<file path="src/rtl/ibex_obi_arb_pkg.sv">
// Shared types and helpers for the OBI arbiter and its in-order ID FIFO.
package ibex_obi_arb_pkg;

  typedef enum logic {
    ARB  = 1'b0,
    LOCK = 1'b1
  } arb_state_e;

  // Width needed to index num entries; never narrower than one bit.
  function automatic int idx_width(input int num);
    return (num > 1) ? $clog2(num) : 1;
  endfunction

  // Width needed to hold a count from 0 up to and including depth.
  function automatic int cnt_width(input int depth);
    return $clog2(depth + 1);
  endfunction

endpackage

</file>
<file path="src/rtl/ibex_obi_arb_id_fifo.sv">
// In-order FIFO of host indices for granted transactions awaiting a response.
module ibex_obi_arb_id_fifo
  import ibex_obi_arb_pkg::*;
#(
  parameter int Depth = 2,
  parameter int Width = 1
) (
  input  logic                        clk_i,
  input  logic                        rst_ni,
  input  logic                        push,
  input  logic                        pop,
  input  logic [Width-1:0]            wdata,
  output logic [Width-1:0]            rdata,
  output logic                        full,
  output logic                        empty,
  output logic [$clog2(Depth+1)-1:0]  count
);

  localparam int PtrW = idx_width(Depth);
  localparam int CntW = cnt_width(Depth);
  localparam logic [CntW-1:0] DepthCnt = CntW'(Depth);
  localparam logic [PtrW-1:0] LastPtr  = PtrW'(Depth - 1);

  logic [Width-1:0] mem_q [Depth];
  logic [Width-1:0] mem_d [Depth];
  logic [PtrW-1:0]  wptr_q, wptr_d;
  logic [PtrW-1:0]  rptr_q, rptr_d;
  logic [CntW-1:0]  count_q, count_d;
  logic             push_ok;
  logic             pop_ok;

  function automatic logic [PtrW-1:0] ptr_inc(input logic [PtrW-1:0] ptr);
    if (ptr == LastPtr) begin
      return '0;
    end
    return ptr + 1'b1;
  endfunction

  assign full    = (count_q == DepthCnt);
  assign empty   = (count_q == '0);
  assign pop_ok  = pop & ~empty;
  assign push_ok = push & (~full | pop_ok);
  assign rdata   = mem_q[rptr_q];
  assign count   = count_q;

  // Next storage, pointers and occupancy from this cycle's push/pop.
  always_comb begin
    mem_d   = mem_q;
    wptr_d  = wptr_q;
    rptr_d  = rptr_q;
    count_d = count_q;
    if (push_ok) begin
      mem_d[wptr_q] = wdata;
      wptr_d        = ptr_inc(wptr_q);
    end
    if (pop_ok) begin
      rptr_d = ptr_inc(rptr_q);
    end
    case ({push_ok, pop_ok})
      2'b10:   count_d = count_q + 1'b1;
      2'b01:   count_d = count_q - 1'b1;
      default: count_d = count_q;
    endcase
  end

  // FIFO registers; reset drops every queued entry.
  always_ff @(posedge clk_i) begin
    if (!rst_ni) begin
      wptr_q  <= '0;
      rptr_q  <= '0;
      count_q <= '0;
      for (int i = 0; i < Depth; i++) begin
        mem_q[i] <= '0;
      end
    end else begin
      wptr_q  <= wptr_d;
      rptr_q  <= rptr_d;
      count_q <= count_d;
      mem_q   <= mem_d;
    end
  end

endmodule

</file>
<file path="src/rtl/ibex_obi_arbiter.sv">
// Round-robin OBI arbiter: many hosts share one memory port, responses are
// routed back in order via an ID FIFO.
module ibex_obi_arbiter
  import ibex_obi_arb_pkg::*;
#(
  parameter int NumPorts       = 2,
  parameter int MaxOutstanding = 2,
  parameter int AddrWidth      = 32,
  parameter int DataWidth      = 32
) (
  input  logic                              clk_i,
  input  logic                              rst_ni,
  input  logic [NumPorts-1:0]               host_req_i,
  input  logic [NumPorts-1:0]               host_we_i,
  input  logic [NumPorts*(DataWidth/8)-1:0] host_be_i,
  input  logic [NumPorts*AddrWidth-1:0]     host_addr_i,
  input  logic [NumPorts*DataWidth-1:0]     host_wdata_i,
  output logic [NumPorts-1:0]               host_gnt_o,
  output logic [NumPorts-1:0]               host_rvalid_o,
  output logic [DataWidth-1:0]              host_rdata_o,
  output logic                              mem_req_o,
  output logic                              mem_we_o,
  output logic [DataWidth/8-1:0]            mem_be_o,
  output logic [AddrWidth-1:0]              mem_addr_o,
  output logic [DataWidth-1:0]              mem_wdata_o,
  input  logic                              mem_gnt_i,
  input  logic                              mem_rvalid_i,
  input  logic [DataWidth-1:0]              mem_rdata_i,
  output logic                              err_unexpected_o
);

  localparam int BeW  = DataWidth / 8;
  localparam int IdxW = idx_width(NumPorts);
  localparam int CntW = cnt_width(MaxOutstanding);
  localparam logic [CntW-1:0] MaxCnt  = CntW'(MaxOutstanding);
  localparam logic [IdxW-1:0] LastIdx = IdxW'(NumPorts - 1);

  arb_state_e       state_q, state_d;
  logic [IdxW-1:0]  rr_ptr_q, rr_ptr_d;
  logic [IdxW-1:0]  lock_idx_q, lock_idx_d;
  logic             err_q, err_d;

  logic [IdxW-1:0]  arb_idx;
  logic             arb_found;
  logic [IdxW-1:0]  cand;
  logic [IdxW-1:0]  sel_idx;
  logic             sel_req;
  logic             sel_we;
  logic [BeW-1:0]   sel_be;
  logic [AddrWidth-1:0] sel_addr;
  logic [DataWidth-1:0] sel_wdata;
  logic             capacity_ok;
  logic             handshake;
  logic             resp_ok;

  logic [IdxW-1:0]  fifo_head;
  logic             fifo_full;
  logic             fifo_empty;
  logic [CntW-1:0]  fifo_count;
  logic             unused_fifo_full;

  assign unused_fifo_full = fifo_full;

  // Round-robin search: first requester after the last granted host.
  always_comb begin
    arb_idx   = rr_ptr_q;
    arb_found = 1'b0;
    cand      = '0;
    for (int k = 1; k <= NumPorts; k++) begin
      cand = IdxW'((int'(rr_ptr_q) + k) % NumPorts);
      if (!arb_found && host_req_i[cand]) begin
        arb_found = 1'b1;
        arb_idx   = cand;
      end
    end
  end

  // While waiting for a grant the selection is frozen so the payload holds.
  assign sel_idx = (state_q == LOCK) ? lock_idx_q : arb_idx;

  // Multiplex the selected host's request and payload onto the memory side.
  always_comb begin
    sel_req   = 1'b0;
    sel_we    = 1'b0;
    sel_be    = '0;
    sel_addr  = '0;
    sel_wdata = '0;
    for (int i = 0; i < NumPorts; i++) begin
      if (sel_idx == IdxW'(i)) begin
        sel_req   = host_req_i[i];
        sel_we    = host_we_i[i];
        sel_be    = host_be_i[i*BeW +: BeW];
        sel_addr  = host_addr_i[i*AddrWidth +: AddrWidth];
        sel_wdata = host_wdata_i[i*DataWidth +: DataWidth];
      end
    end
  end

  // A response this cycle frees a slot, so a full FIFO can still accept.
  assign capacity_ok  = (fifo_count < MaxCnt) | mem_rvalid_i;
  assign mem_req_o    = rst_ni & sel_req & capacity_ok;
  assign mem_we_o     = sel_we;
  assign mem_be_o     = sel_be;
  assign mem_addr_o   = sel_addr;
  assign mem_wdata_o  = sel_wdata;
  assign handshake    = mem_req_o & mem_gnt_i;
  assign resp_ok      = rst_ni & mem_rvalid_i & ~fifo_empty;
  assign host_rdata_o = mem_rdata_i;
  assign err_unexpected_o = err_q;

  // Grant goes only to the selected host; response goes to the oldest ID.
  always_comb begin
    host_gnt_o    = '0;
    host_rvalid_o = '0;
    for (int i = 0; i < NumPorts; i++) begin
      host_gnt_o[i]    = handshake & (sel_idx == IdxW'(i));
      host_rvalid_o[i] = resp_ok & (fifo_head == IdxW'(i));
    end
  end

  ibex_obi_arb_id_fifo #(
    .Depth (MaxOutstanding),
    .Width (IdxW)
  ) u_id_fifo (
    .clk_i  (clk_i),
    .rst_ni (rst_ni),
    .push   (handshake),
    .pop    (resp_ok),
    .wdata  (sel_idx),
    .rdata  (fifo_head),
    .full   (fifo_full),
    .empty  (fifo_empty),
    .count  (fifo_count)
  );

  // Next state, lock index, round-robin pointer and sticky error flag.
  always_comb begin
    state_d    = state_q;
    lock_idx_d = lock_idx_q;
    rr_ptr_d   = rr_ptr_q;
    err_d      = err_q | (mem_rvalid_i & fifo_empty);
    case (state_q)
      ARB: begin
        if (mem_req_o && !mem_gnt_i) begin
          state_d    = LOCK;
          lock_idx_d = sel_idx;
        end
      end
      LOCK: begin
        if (mem_gnt_i) begin
          state_d = ARB;
        end
      end
      default: state_d = ARB;
    endcase
    if (handshake) begin
      rr_ptr_d = sel_idx;
    end
  end

  // Arbiter registers; reset leaves host 0 with first priority.
  always_ff @(posedge clk_i) begin
    if (!rst_ni) begin
      state_q    <= ARB;
      rr_ptr_q   <= LastIdx;
      lock_idx_q <= '0;
      err_q      <= 1'b0;
    end else begin
      state_q    <= state_d;
      rr_ptr_q   <= rr_ptr_d;
      lock_idx_q <= lock_idx_d;
      err_q      <= err_d;
    end
  end

endmodule

</file>
<file path="config.mk">
export PLATFORM = sky130hd
export DESIGN_NAME = ibex_obi_arbiter
export DESIGN_NICKNAME = d
export VERILOG_FILES = /design/src/rtl/ibex_obi_arb_pkg.sv /design/src/rtl/ibex_obi_arb_id_fifo.sv /design/src/rtl/ibex_obi_arbiter.sv
export SDC_FILE = /design/constraint.sdc
export NUM_CORES = 1
export LEC_CHECK = 0
export ABC_CLOCK_PERIOD_IN_PS = 3300
export BUFFER_PORTS_ARGS = -buffer_cell sky130_fd_sc_hd__buf_2
export CORE_AREA = 2 2 111 113
export CTS_BUF_LIST = sky130_fd_sc_hd__clkbuf_16
export CTS_CLUSTER_SIZE = 25
export DETAILED_ROUTE_END_ITERATION = 6
export DIE_AREA = 0 0 113 115
export GPL_ROUTABILITY_DRIVEN = 1
export SLEW_MARGIN = 10
export SYNTH_ARGS = -nofsm -noshare
export SYNTH_HDL_FRONTEND = slang
export SYNTH_SLANG_ARGS = --single-unit
export TNS_END_PERCENT = 20
</file>
<file path="constraint.sdc">
create_clock -name clk_i -period 3.3 [get_ports clk_i]
set_clock_uncertainty 0.05 [all_clocks]
set_input_delay 0.165 -clock clk_i [delete_from_list [all_inputs] [get_ports clk_i]]
set_output_delay 0.165 -clock clk_i [all_outputs]
set_load 0.005 [all_outputs]
</file>
==> impl_metrics.toml, run 1 <==
[run_status]
status = "finished, violations left"
violations = "DRC"

[clock_tree]
tritoncts = "done"
insertion_delay_ns = 0.24
cts-root-buf = "clkbuf_16"
post_cts.repair.setup_buffers = 0
post_cts_resized = 0
clkSinkCount = 10
clk_pin_slew_ns = 0.04
cts_buffer_depth = 2
cts_hold_buf = 0
tritoncts.num_buffers = 3
htreeDepth = 1

[sta]
tns_ns = 0
hold_viol = 0
finalSetupViolCount = 0
rsz0062_at_grt = "false"
drv_slew = 0
setup_slack_ns = 1.064
max_slew.worst_pin.slew_ns = 0.6350
max_freq_mhz = 447.2
relSlewSlack_pct = 57.66
period_share_pct = 67.76
holdWs_ns = 0.1044
finalWorstPathRequiredPeriod_ns = 2.236

[die]
rows = 40
placeableCoreArea_sq_um = 11810
die-height_microns = 115
dieArea_sq_um = 13000
die_w_microns = 113
start_util_pct = 15.42
io_pins = 283

[route]
drtAntennaViolNets = 0
vias = 1933
drt-pass1-iter-count = 7
route.detailed.drc = 19
wirelength_microns = 6975
wire_per_inst_microns = 14.15
vias_per_cell = 3.921
drt_iter0_markers = 89

[worst_setup_path]
crit_arrival_ns = 2.02
crit_type = "reg -> out"
startpoint_type = "flip-flop"
path_max_fanout = 38
cp-end-kind = "output port"
crit_required_ns = 3.08

[job]
max_cap_violations = 0

[global_route]
grt_pass1_vias = 1836
antenna_found_initial = 0
grt-ovfl-total = 0
grt_pass1_wl_microns = 9432
grt_max_degree = 39
grt_usage_pct = 9.058

[synthesis]
synth_cell_types = 26
netlist_top_cells_area = "mux2_4 (45%), buf_4 (13%), dfxtp_1 (11%), mux2_2 (8.7%), mux2i_1 (4.4%)"
ys_seq_elements = 10
synth_top_area_share_pct = 45.33
synth_nets = 341
synth_cells = 164
avgSynthCellArea_sq_um = 11.11
synth_warnings = 0
seq_area_frac_synth_pct = 10.99
yosys.area.top_type = "mux2_4"
syn_area_sq_um = 1822

[final_layout]
seq_area_sq_um = 200.2
final_cell_mix = "buf_2 (218), mux2_4 (55), mux2_2 (14), dfxtp_1 (10), mux2i_1 (7)"
num-fill-cells = 1292
syn_to_final_growth_pct = 56.59
drive_gt1_share_pct = 84.97
instances_no_fill = 493
utilization_pct = 24.15
layout_commonest_cell = "buf_2"
n_antenna_cell = 0
multiInputGateArea_sq_um = 1280
layout.nets = 525

[pwr]
worst_ir_drop_vdd_mv = 0.3377
leakage_nw = 1.633
power_density_nw_per_um2 = 293.0

[placement]
preCtsSetupSlack_ns = 1.202
portBuffers = 218
routabilityCongestion = 0.7860
dpl.hpwl_microns = 5905
dp_cells = 490

[min_path]
hp-class = "in -> reg"
report_power, final:
| part | switching [mW] | leakage, nW | internal, mW |
|---|---|---|---|
| sequential | 0.00995 | 0.0821 | 0.132 |
| combinational | 0.186 | 1.51 | 0.295 |
| clock | 0.0555 | 0.0370 | 0.157 |
| total | 0.252 | 1.63 | 0.584 |
synthesized netlist by cell type, drive strengths merged:
master / number
xnor2: 3
mux2: 69
inv: 2
o211ai: 1
nor2: 5
and2: 2
nor2b: 5
clkbuf: 1
or3: 1
dfxtp: 10
a21oi: 1
nor3b: 1
a211oi: 1
nand2: 6
nor4: 1
ha: 1
nand3: 1
nand3b: 1
a21boi: 1
mux2i: 8
o21ai: 3
buf: 40
logic make-up (layout without fill, tap and decap cells):
family	count (synthesis)	count (layout)	share of synthesized area (%)
xor+xnor	3	3	1.443
fa+ha+maj	1	1	0.6867
mux	77	77	58.38
simple gates	23	23	6.456
compound gates	7	7	2.610
flops	10	10	10.99
buf+inv	43	225	19.44
layer usage:
layer | vias up | wire (microns) | global-route usage [%] | share of wire, %
met4 | 0 | 136 | 2.683 | 1.9
met5 | - | 0 | 0 | 0
met3 | 8 | 855 | 3.005 | 12
li1 | 908 | - | - | -
met1 | 874 | 2698 | 11.39 | 39
met2 | 143 | 3285 | 14.81 | 47
metrics by stage:
stage | total power, mW | cell area (sq um)
after floorplan | 0.4619 | 1822
after CTS | 0.8482 | 2853
after global routing | 0.8827 | 2853
final | 0.8360 | 2853
after global placement | 0.6196 | 2778
after detailed placement | 0.6263 | 2778
final cells by class:
class                           instances  share of cell area, %
Multi-Input combinational cell        111                  44.87
Sequential cell                        10                  7.018
Tap cell                              147                  6.447
Inverter                                2                 0.2632
Clock buffer                            3                  2.632
Timing Repair Buffer                  220                  38.77
critical path, stage by stage (launching register included):
cell	delay, ns
dfxtp_1	0.44
mux2i_4	0.27
buf_4	0.53
mux2_2	0.40
buf_2	0.12
worst paths after layout:
kind / cells past startpoint / from / end / slack (ns)
max: 4 / state_q / mem_addr_o[28] / 1.06
min: 2 / mem_gnt_i / state_q / 0.10
max reg2reg: 6 / lock_idx_q / u_id_fifo.count[1] / 1.25
min reg2reg: 2 / u_id_fifo.mem_q[0] / u_id_fifo.mem_q[0] / 0.42
sequential cells by signal, summed over array words and instances, names as in the netlist:
name	count
state_q	1
u_id_fifo.wptr_q	1
err_unexpected_o	1
u_id_fifo.mem_q	2
u_id_fifo.rptr_q	1
u_id_fifo.count	2
rr_ptr_q	1
lock_idx_q	1
Power figures use the tool's default switching activity.
==> inputs of run 2 (changes only) <==
--- a/config.mk
+++ b/config.mk
@@ -5,7 +5,7 @@
 export SDC_FILE = /design/constraint.sdc
 export NUM_CORES = 1
 export LEC_CHECK = 0
-export ABC_CLOCK_PERIOD_IN_PS = 3300
+export ABC_CLOCK_PERIOD_IN_PS = 1950
 export BUFFER_PORTS_ARGS = -buffer_cell sky130_fd_sc_hd__buf_2
 export CORE_AREA = 2 2 111 113
 export CTS_BUF_LIST = sky130_fd_sc_hd__clkbuf_16
==> constraint.sdc (replaced) <==
create_clock -name clk_i -period 1.95 [get_ports clk_i]
set_clock_uncertainty 0.05 [all_clocks]
set_input_delay 0.0975 -clock clk_i [delete_from_list [all_inputs] [get_ports clk_i]]
set_output_delay 0.0975 -clock clk_i [all_outputs]
set_load 0.005 [all_outputs]
==> impl_metrics.toml, run 2 (synthesized netlist as in run 1, its figures left out) <==
[global_route]
grt_pass1_wl_microns = 9770
grt_pass1_vias = 1824
grt-ovfl-total = 0
grt_max_degree = 37
grt_usage_pct = 9.510
antenna_found_initial = 0

[sta]
period_share_pct = 97.10
max_freq_mhz = 528.1
finalSetupViolCount = 0
max_slew.worst_pin.slew_ns = 0.3559
relSlewSlack_pct = 76.02
drv_slew = 0
finalWorstPathRequiredPeriod_ns = 1.893
hold_viol = 0
rsz0062_at_grt = "true"

[clock_tree]
insertion_delay_ns = 0.23
tritoncts.num_buffers = 3
tritoncts = "done"
cts_buffer_depth = 2
clk_pin_slew_ns = 0.04
htreeDepth = 1
cts-root-buf = "clkbuf_16"
clkSinkCount = 10

[job]
max_cap_violations = 0

[die]
io_pins = 283
start_util_pct = 15.42
die_w_microns = 113
rows = 40
placeableCoreArea_sq_um = 11810
dieArea_sq_um = 13000
die-height_microns = 115

[route]
route.detailed.drc = 20
vias = 1953
vias_per_cell = 3.898
drtAntennaViolNets = 0
drt-pass1-iter-count = 6
wirelength_microns = 7381
wire_per_inst_microns = 14.73
drt_iter0_markers = 114

[worst_setup_path]
regToRegEndpoint = "u_id_fifo.count[1]"
path_buf_inv = 3
r2r-start = "lock_idx_q"
path_delay_family = "multiplexers"
startpoint_type = "flip-flop"
crit_top_cell = "mux2i_4"
critical_path.slowest_cell = "mux2_2"
critPathLaunch = "rr_ptr_q"
cp-end-kind = "output port"
crit_required_ns = 1.80
crit_type = "reg -> out"
cp.depth = 6
reg2reg_depth = 6
path_cells = "mux2i_4, mux2i_4, buf_6, buf_12, mux2_2, buf_2"
critPathMaxStageDelay_ns = 0.34
r2r_setup_slack_ns = 0.17
crit_arrival_ns = 1.75
crit_end = "mem_addr_o[12]"
path_max_fanout = 19

[pwr]
power_density_nw_per_um2 = 496.6
worst_ir_drop_vdd_mv = 0.4130
leakage_nw = 1.711
power_mw = 1.497

[final_layout]
drive_gt1_share_pct = 86.44
layout.nets = 533
syn_to_final_growth_pct = 65.45
layout_commonest_cell = "buf_2"
final_cell_mix = "buf_2 (218), mux2_4 (58), mux2_2 (11), dfxtp_1 (7)"
n_antenna_cell = 0
utilization_pct = 25.52

[min_path]
hp-class = "in -> reg"

[placement]
routabilityCongestion = 0.7821
portBuffers = 218
dpl.hpwl_microns = 5893

[run_status]
status = "finished, violations left"
violations = "DRC"
==> run 2: changes by cell type in the layout (fill, tap and decap cells not counted), sizes merged <==
cell    change
buf         +7
clkbuf      +1
==> run 2: area by class of cell <==
cell class | count | area [sq um]
Multi-Input combinational cell | 111 | 1304
Timing Repair Buffer | 228 | 1240
Inverter | 2 | 7.507
Sequential cell | 10 | 203.9
Tap cell | 147 | 183.9
Clock buffer | 3 | 75.07
Fill cell | 1282 | 8797
==> run 2: timing repair <==
item | 4_1_cts | 5_1_grt
resized for setup | 8 | 3
setup endpoints to repair | 42 | 33
endpoints found under the hold margin | 0 | 0
hold buffers | 0 | 0
setup buffers | 2 | 0
cloned | 1 | 1
==> run 2: worst register-to-register path: stages, from the launching register on <==
cell	delay [ns]
dfxtp_2	0.33
mux2i_1	0.13
a211oi_2	0.24
nand2_1	0.11
ha_1	0.33
or3_1	0.34
a21boi_0	0.16
==> run 2: through the flow <==
step	area (sq um)	instances	setup slack, ns	TNS (ns)	hold slack (ns)
5_1_grt	3014	501	-0.02184	-0.1072	0.07159
6_report	3014	501	0.05651	0	0.05089
2_1_floorplan	1822	164	0.08120	0	0.1236
4_1_cts	2980	500	0.002687	0	0.05075
3_5_place_dp	2833	494	0.1211	0	0.1450
3_3_place_gp	2833	494	0.1816	0	0.1450
==> run 2: worst min-delay path by stage <==
stage | slack [ns] | cells after the start | end | startpoint
final | 0.05 | 2 | state_q | mem_gnt_i
after global placement | 0.15 | 0 | host_rdata_o[13] | mem_rdata_i[13]
after floorplan | 0.12 | 1 | state_q | mem_gnt_i
after detailed placement | 0.15 | 0 | host_rdata_o[13] | mem_rdata_i[13]
after CTS | 0.05 | 2 | state_q | mem_gnt_i
after global routing | 0.07 | 2 | state_q | mem_gnt_i
==> run 2: layer usage <==
metal	wire [microns]	vias to the layer above	part of all wire [%]	global-route usage [%]
met5	0	-	0	0
met2	3406	141	46	15.37
met4	148	0	2.0	3.008
li1	-	924	-	-
met1	2984	878	40	11.87
met3	842	10	11	3.426
==> run 2: power by group <==
group | switching, mW | internal [mW] | total, mW
Sequential | 0.0186 | 0.225 | 0.244
Clock | 0.0888 | 0.265 | 0.354
Combinational | 0.339 | 0.560 | 0.899
Total | 0.447 | 1.05 | 1.50
